===== src/rtl/ppu_timing.sv =====
// ppu_timing: NTSC dot/scanline raster counter with odd-frame skip, pixel/frame strobes, VBlank flag and NMI.
module ppu_timing #(
  parameter int DOTS     = 341,
  parameter int LINES    = 262,
  parameter int VIS_W    = 256,
  parameter int VIS_H    = 240,
  parameter int VBL_LINE = 241
) (
  input  logic       clk,
  input  logic       rst,
  input  logic       rendering_en,
  input  logic       nmi_en,
  input  logic       status_rd,
  output logic [8:0] dot,
  output logic [8:0] scanline,
  output logic       pixel_en,
  output logic       frame,
  output logic       odd_frame,
  output logic       vbl_flag,
  output logic       nmi
);
  localparam logic [8:0] LAST_DOT  = 9'(DOTS - 1);
  localparam logic [8:0] SKIP_DOT  = 9'(DOTS - 2);
  localparam logic [8:0] LAST_LINE = 9'(LINES - 1);
  localparam logic [8:0] VBL       = 9'(VBL_LINE);
  localparam logic [8:0] W         = 9'(VIS_W);
  localparam logic [8:0] H         = 9'(VIS_H);

  logic suppress;
  logic pre_line, end_of_line, wrap;

  assign pre_line    = scanline == LAST_LINE;
  assign end_of_line = dot == LAST_DOT;
  // The odd-frame skip jumps straight from the second-to-last pre-render dot to (0,0).
  assign wrap        = pre_line && (end_of_line || (dot == SKIP_DOT && odd_frame && rendering_en));

  assign pixel_en = scanline < H && dot >= 9'd1 && dot <= W;
  assign frame    = pre_line;
  assign nmi      = vbl_flag & nmi_en;

  always_ff @(posedge clk or posedge rst) begin
    if (rst) begin
      dot       <= '0;
      scanline  <= '0;
      odd_frame <= 1'b0;
    end else if (wrap) begin
      dot       <= '0;
      scanline  <= '0;
      odd_frame <= ~odd_frame;
    end else if (end_of_line) begin
      dot      <= '0;
      scanline <= scanline + 9'd1;
    end else begin
      dot <= dot + 9'd1;
    end
  end

  // Clear beats a $2002 read, which beats the set; a read one dot early suppresses the set.
  always_ff @(posedge clk or posedge rst) begin
    if (rst) begin
      vbl_flag <= 1'b0;
      suppress <= 1'b0;
    end else if (pre_line && dot == 9'd1) begin
      vbl_flag <= 1'b0;
      suppress <= 1'b0;
    end else if (status_rd) begin
      vbl_flag <= 1'b0;
      if (scanline == VBL && dot == 9'd0) suppress <= 1'b1;
    end else if (scanline == VBL && dot == 9'd1 && !suppress) begin
      vbl_flag <= 1'b1;
    end
  end
endmodule

===== config.mk =====
export PLATFORM = sky130hd
export DESIGN_NAME = ppu_timing
export DESIGN_NICKNAME = d
export VERILOG_FILES = /design/src/rtl/ppu_timing.sv
export SDC_FILE = /design/constraint.sdc
export NUM_CORES = 1
export LEC_CHECK = 0
export CELL_PAD_IN_SITES_DETAIL_PLACEMENT = 1
export CELL_PAD_IN_SITES_GLOBAL_PLACEMENT = 1
export CORE_AREA = 2 2 52 64
export CTS_BUF_LIST = sky130_fd_sc_hd__clkbuf_8
export CTS_CLUSTER_DIAMETER = 60
export DETAILED_ROUTE_END_ITERATION = 10
export DIE_AREA = 0 0 54 66
export GPL_TIMING_DRIVEN = 0
export PLACE_DENSITY_LB_ADDON = 0.3
export SKIP_LAST_GASP = 1
export SLEW_MARGIN = 20
export SYNTH_ARGS = -nofsm -noshare
export SYNTH_HDL_FRONTEND = slang
export SYNTH_SLANG_ARGS = --single-unit

===== constraint.sdc =====
create_clock -name clk -period 3.1 [get_ports clk]
set_clock_uncertainty 0.05 [all_clocks]
set_input_delay 0.62 -clock clk [delete_from_list [all_inputs] [get_ports clk]]
set_output_delay 0.62 -clock clk [all_outputs]
set_load 0.02 [all_outputs]

==> results.md, run 1 <==
- PostCTS Resize Cnt: 0
- Vias in the first global route: around 1100
- Core ar.: a little under 0.003 mm^2
- Starting Density: 0.401
- Register bit total from synthesis: 21
- Fill count: roughly 340
- Largest net degree at the start of global routing: 22
- Power density cells: 295 mW/mm^2
- Placed instance area: roughly 0.0015 mm^2
- Outcome: finished clean
- Site Rows: 22
- Hold_buf cts: 0
- Layout cells sized above 1: 0.0828
- Slew @ Worst Pin: approximately 0.8 ns
- Via-to-Cell Ratio: roughly 5.3
- R2R Path Start: dot[0]
- IO Pins: 28
- Area growth syn-to-layout: 30.2%
- Chip height: between 60 and 70 um
- Final hold vios: 0
- Syn Inst Count: 114
- Crit path arrival time: roughly 2.2 ns
- Hold depth: 1
- Clock transition at path regs: approximately 0.07 ns
- Worst-Skew Late Latency: roughly 0.26 ns
- Post-DP HPWL: slightly above 2 mm
- Ys Warns: 0
- Synth cell types: 30
- Final Cycle Share: 0.922
- R2R cell count: 6
- ANT cells: 0
- DRT Pass-1 Iters: 2
- Crit Path Class: flop to primary output
- First-pass GRT wire length: approximately 4.8 mm
- Final Max Tran Viols: 0
- Maximum clock rate: approximately 350 MHz
- Max_slew headroom: 0.470
- Worst VDD drop: between 0.2 and 0.3 mV
- Hold slack final: around 0.45 ns
- Final instance area: 0.00155 mm^2
- Root Driver: clkbuf_8
- Post-CTS Setup Repair Bufs: 0
- Worst hold start: odd_frame
- Static leakage: just under 0.7 nW
- Congestion Overflow GR: 0
- Worst setup SP type: flop
- Nets: around 160
- Reg2Reg Setup Slack: roughly 1.2 ns
- Min-delay worst type: flop to flop
- Via Count: between 900 and 1000
- Routed length per instance: roughly 15 um
- Syn Nets: roughly 120
- Inserted Clock Buffers: 3
- Synth Cell Area: 0.00119 mm^2
- Initial antenna violation count: 0
- Period minus WS final: between 2 and 3 ns
- Die Wd: 54 um
- Setup TNS: 0 ns
- Die area: about 0.0036 mm^2
- TritonCTS Sinks: 21
- Syn Area/Cell: 10.5 um^2
- Max cap viols: 0
- RR Endpoint: scanline[7]
- Routed wire length: 2.73 mm
- Most frequent cells in the layout: clkdlybuf4s50_1 (27), dfrtp_1 (21), nor2_1 (16), xor2_1 (9), inv_1 (8)
- DRC viols: 0
- Worst Hold End: odd_frame
- Critical Path RT: 2.43 ns
- CP Capture Type: primary output
- Post-DRT Antenna Nets: 0
- Commonest non-fill, non-tap cell in the layout: clkdlybuf4s50_1
- CTS tree: built
- # H-tree levels: 1
- DRT iter0 DRCs: 15
- Sequential fraction of the synthesis area: 0.441
- Crit path max fanout: 5
- # setup viols final: 0
- Tot GR Track Use: 0.183
- Port Buffers: 27
- GPL Wtd Cong: approximately 0.76
- Unrepaired setup endpoints after global routing: false
- Clock buffer depth: 2
[flip-flops by register name (all words and copies together) (netlist names)]
name and count:
suppress 1, dot 9, scanline 9, odd_frame 1
vbl_flag 1
[synth_stat cells, drive strengths merged]
| cell | number | area [um^2] |
|---|---|---|
| dfrtp | 21 | 526 |
| nor2 | 16 | 60.1 |
| nor3 | 9 | 55.1 |
| xor2 | 9 | 78.8 |
| inv | 7 | 26.3 |
| nand2 | 7 | 26.3 |
| xnor2 | 7 | 61.3 |
| ha | 5 | 62.6 |
| nand3 | 5 | 25.0 |
| a31oi | 4 | 25.0 |
| and4 | 3 | 26.3 |
| nor4 | 3 | 40.0 |
| a211oi | 2 | 27.5 |
| and2 | 2 | 12.5 |
| nand4 | 2 | 12.5 |
| nor4b | 2 | 17.5 |
| a21oi | 1 | 5.00 |
| a311oi | 1 | 8.76 |
| a41oi | 1 | 8.76 |
| and3 | 1 | 6.26 |
| buf | 1 | 5.00 |
| nand4b | 1 | 23.8 |
| nand4bb | 1 | 27.5 |
| nor2b | 1 | 6.26 |
| nor4bb | 1 | 10.0 |
| or2 | 1 | 8.76 |
[worst max-delay path by stage]
stage / from / endpoint / slack [ns] / cells past startpoint
global route: scanline[1] / frame / 0.05 / 6
finish: scanline[1] / frame / 0.24 / 6
global placement: scanline[1] / frame / 0.55 / 6
CTS: scanline[1] / frame / 0.21 / 6
detailed placement: scanline[1] / frame / 0.54 / 6
floorplan: dot[2] / pixel_en / 0.84 / 4
[layout make-up]
class / instances / area [um^2] / share of cell area
Tap cell: 36 / 45.0 / 0.0290
Sequential cell: 21 / 526 / 0.338
Timing Repair Buffer: 27 / 270 / 0.174
Clock inverter: 1 / 3.75 / 0.00242
Clock buffer: 3 / 41.3 / 0.0266
Multi-Input combinational cell: 85 / 636 / 0.409
Inverter: 7 / 26.3 / 0.0169
Buffer: 1 / 5.00 / 0.00322
[logic make-up (layout without fill, tap and decap cells)]
family	Yosys count	in the layout	synth area share
and+or+nand+nor	55	55	0.300
xor gates and xnor gates	16	16	0.118
adders and majority gates	5	5	0.0525
buffers and inverters	8	39	0.0262
DFF	21	21	0.441
AOI/OAI and AO/OA	9	9	0.0630
[report_power, final]
part / switching, mW / total (mW) / internal, mW
clock network: 0.0862 / 0.174 / 0.0883
logic: 0.00588 / 0.0103 / 0.00445
registers: 0.0000000000000000216 / 0.274 / 0.274
total: 0.0920 / 0.459 / 0.366
[worst max-delay path, cell delays in order (launching register included)]
cell and delay, ns:
dfrtp_1 0.43, inv_1 0.07, ha_1 0.17, nor4bb_1 0.31, nand2_1 0.17, inv_1 0.14, clkdlybuf4s50_1 0.62
[per-stage QoR]
step | std cells | power [mW] | util | worst slack [ns]
after floorplan | 114 | 0.283 | - | 0.845
after global placement | 177 | 0.290 | 0.507 | 0.554
after detailed placement | 177 | 0.290 | 0.507 | 0.541
after CTS | 181 | 0.469 | 0.522 | 0.210
after global routing | 181 | 0.480 | 0.522 | 0.0548
final | 181 | 0.459 | 0.522 | 0.243
[routing by layer]
layer	track usage	wire length, um	share of wire
met1	0.227	1170	0.43
met3	0.0271	102	0.037
met4	0.0969	51	0.019
met5	0	0	0
met2	0.299	1410	0.52
No activity file was read; power rests on OpenSTA's default activity.
==> run 2, diff against run 1 <==
--- a/config.mk
+++ b/config.mk
@@ -9,7 +9,6 @@
 export CELL_PAD_IN_SITES_GLOBAL_PLACEMENT = 1
 export CORE_AREA = 2 2 52 64
 export CTS_BUF_LIST = sky130_fd_sc_hd__clkbuf_8
-export CTS_CLUSTER_DIAMETER = 60
 export DETAILED_ROUTE_END_ITERATION = 10
 export DIE_AREA = 0 0 54 66
 export GPL_TIMING_DRIVEN = 0
==> results of run 2 <==
Same layout as run 1: the final DEF is identical, and so are final timing and power.
==> run 3, diff against run 2 <==
--- a/config.mk
+++ b/config.mk
@@ -5,12 +5,13 @@
 export SDC_FILE = /design/constraint.sdc
 export NUM_CORES = 1
 export LEC_CHECK = 0
+export ABC_AREA = 1
 export CELL_PAD_IN_SITES_DETAIL_PLACEMENT = 1
 export CELL_PAD_IN_SITES_GLOBAL_PLACEMENT = 1
-export CORE_AREA = 2 2 52 64
+export CORE_AREA = 2 2 56 69
 export CTS_BUF_LIST = sky130_fd_sc_hd__clkbuf_8
 export DETAILED_ROUTE_END_ITERATION = 10
-export DIE_AREA = 0 0 54 66
+export DIE_AREA = 0 0 58 71
 export GPL_TIMING_DRIVEN = 0
 export PLACE_DENSITY_LB_ADDON = 0.3
 export SKIP_LAST_GASP = 1
==> results.md, run 3 <==
- Final hold vios: 0
- Area growth syn-to-layout: 27.0%
- Power density cells: around 270 mW/mm^2
- Via Count: between 1000 and 1500
- Starting Density: 0.387
- Hold_buf cts: 0
- Worst VDD drop: approximately 0.22 mV
- Largest net degree at the start of global routing: 22
- Vias in the first global route: approximately 1400
- Worst setup SP type: flop
- Most frequent cells in the layout: nand2_1 (45), inv_1 (38), nor2_1 (30), clkdlybuf4s50_1 (27), dfrtp_1 (21)
- Final Max Tran Viols: 0
- Async S/R FF share, synth: 1.00
- Via-to-Cell Ratio: 5.06
- Placed instance area: 0.00167 mm^2
- Reg2Reg Setup Slack: approximately 1.3 ns
- Layout cells sized above 1: 0.0541
- Syn Nets: ~200
- Die area: 0.00412 mm^2
- Post-CTS Setup Repair Bufs: 0
- DRT iter0 DRCs: 20
- Congestion Overflow GR: 0
- GPL Wtd Cong: roughly 0.81
- Initial antenna violation count: 0
- Worst-Skew Late Latency: ~0.27 ns
- Final instance area: 0.00171 mm^2
- Crit path arrival time: 2.07 ns
- RR Endpoint: dot[6]
- ANT cells: 0
- Unrepaired setup endpoints after global routing: false
- Syn Area/Cell: between 7 and 8 um^2
- EDFF count, synth: 0
- Critical Path RT: roughly 2.4 ns
- R2R Path Start: scanline[1]
- Syn Inst Count: between 150 and 200
- PostCTS Resize Cnt: 0
- Worst hold start: suppress
- CP Capture Type: primary output
- DRC viols: 0
- Critical Path Source: scanline[1]
- Ys flop type: dfrtp_1
- Max cap viols: 0
- Most frequent cell after synthesis: nand2_1
- Die Wd: about 58 um
- Core ar.: ~0.0035 mm^2
- # setup viols final: 0
- Synth Cell Area: roughly 0.0013 mm^2
- Post-DP HPWL: 2.87 mm
- Routed length per instance: about 14 um
- Post-DRT Antenna Nets: 0
- Crit path max fanout: 5
- Maximum clock rate: around 360 MHz
- Sequential fraction of the synthesis area: 0.390
- Tot GR Track Use: 0.201
- Commonest non-fill, non-tap cell in the layout: nand2_1
- Nets: approximately 230
- Synth top area cells: dfrtp_1 (39%), nand2_1 (13%), inv_1 (10%)
- Clock transition at path regs: roughly 0.080 ns
- Chip height: 71 um
- Crit Path Class: flop to primary output
- Setup TNS: 0 ns
- Outcome: finished clean
- Period minus WS final: around 2.7 ns
- Ys Warns: 0
- CTS tree: built
- Max_slew headroom: 0.435
- Inserted Clock Buffers: 3
- Clock buffer depth: 2
- Synth cell types: 21
- IO Pins: 28
- Root Driver: clkbuf_8
- TritonCTS Sinks: 21
- Register bit total from synthesis: 21
- Worst Hold End: vbl_flag
- Largest registers: dot x9, scanline x9
- DRT Pass-1 Iters: 4
- First-pass GRT wire length: approximately 6.4 mm
- Most common library cells after synthesis: nand2_1 (45), inv_1 (37), nor2_1 (30)
- Yosys top cell by area: dfrtp_1
- Port Buffers: 27
- Min-delay worst type: flop to flop
- Fill count: around 460
- Hold depth: 3
- Slew @ Worst Pin: between 0.8 and 0.9 ns
- R2R cell count: 7
- # H-tree levels: 1
- Routed wire length: between 3 and 4 mm
- Site Rows: 24
- Synth top area share: 0.390
- Power, Total: ~0.47 mW
- Static leakage: around 0.83 nW
- Final Cycle Share: 0.884
run 3: changes by cell type after synthesis, moves of 3 or more:
cell / previous run / this run
nand2_1: 7 / 45
inv_1: 7 / 37
nand3_1: 5 / 19
nor2_1: 16 / 30
xnor2_1: 7 / 1
nand4_1: 2 / 7
nor3_1: 7 / 2
a31oi_1: 4 / 0
and4_1: 3 / 0
nor2_4: 0 / 3
o21ai_0: 0 / 3
xor2_1: 9 / 6
run 3: logic make-up after synthesis:
family,synth area share
flops,0.390
buf+inv,0.121
compound gates,0.0279
fa+ha+maj,0.0464
xor+xnor,0.0455
simple gates,0.370
run 3: worst max path at each step:
| stage | to | slack (ns) | depth (start not counted) |
|---|---|---|---|
| 2_1_floorplan | pixel_en | 1.14 | 6 |
| 3_3_place_gp | frame | 0.67 | 5 |
| 3_5_place_dp | frame | 0.60 | 5 |
| 4_1_cts | frame | 0.31 | 5 |
| 5_1_grt | pixel_en | 0.20 | 7 |
| 6_report | frame | 0.36 | 5 |
run 3: cell type report:
class                      instances  area [um^2]  area share
buffer                             3         23.8      0.0139
clock inverter                     1         3.75     0.00219
multi-input combinational        130          659       0.385
timing repair buffer              27          270       0.158
clock buffer                       3         41.3      0.0241
tap                               39         48.8      0.0285
sequential                        21          526       0.307
inverter                          37          139      0.0811
run 3: layer usage:
layer,GRT usage,up-vias,share of wire
li1,-,645,-
met1,0.206,651,0.39
met2,0.390,20,0.57
met3,0.0311,5,0.025
met4,0.0801,0,0.016
met5,0,-,0
run 3: stage by stage:
stage	util	worst slack (ns)	hold WS (ns)	cells
2_1_floorplan	-	1.14	0.443	191
3_3_place_gp	0.478	0.665	0.464	257
3_5_place_dp	0.478	0.599	0.484	257
4_1_cts	0.491	0.308	0.499	261
5_1_grt	0.491	0.199	0.542	261
6_report	0.491	0.359	0.497	261
run 3: report_power, final:
group | switching, mW | leakage, nW | internal (mW)
Combinational | 0.00665 | 0.529 | 0.00467
Clock | 0.0935 | 0.0269 | 0.0885
Sequential | 0 | 0.274 | 0.274
Total | 0.100 | 0.830 | 0.367
run 3: critical path, cell delays in order, from the launching register on:
cell	delay (ns)
dfrtp_1	0.43
inv_1	0.07
ha_1	0.22
nand4_1	0.12
nor2_1	0.29
clkdlybuf4s50_1	0.67
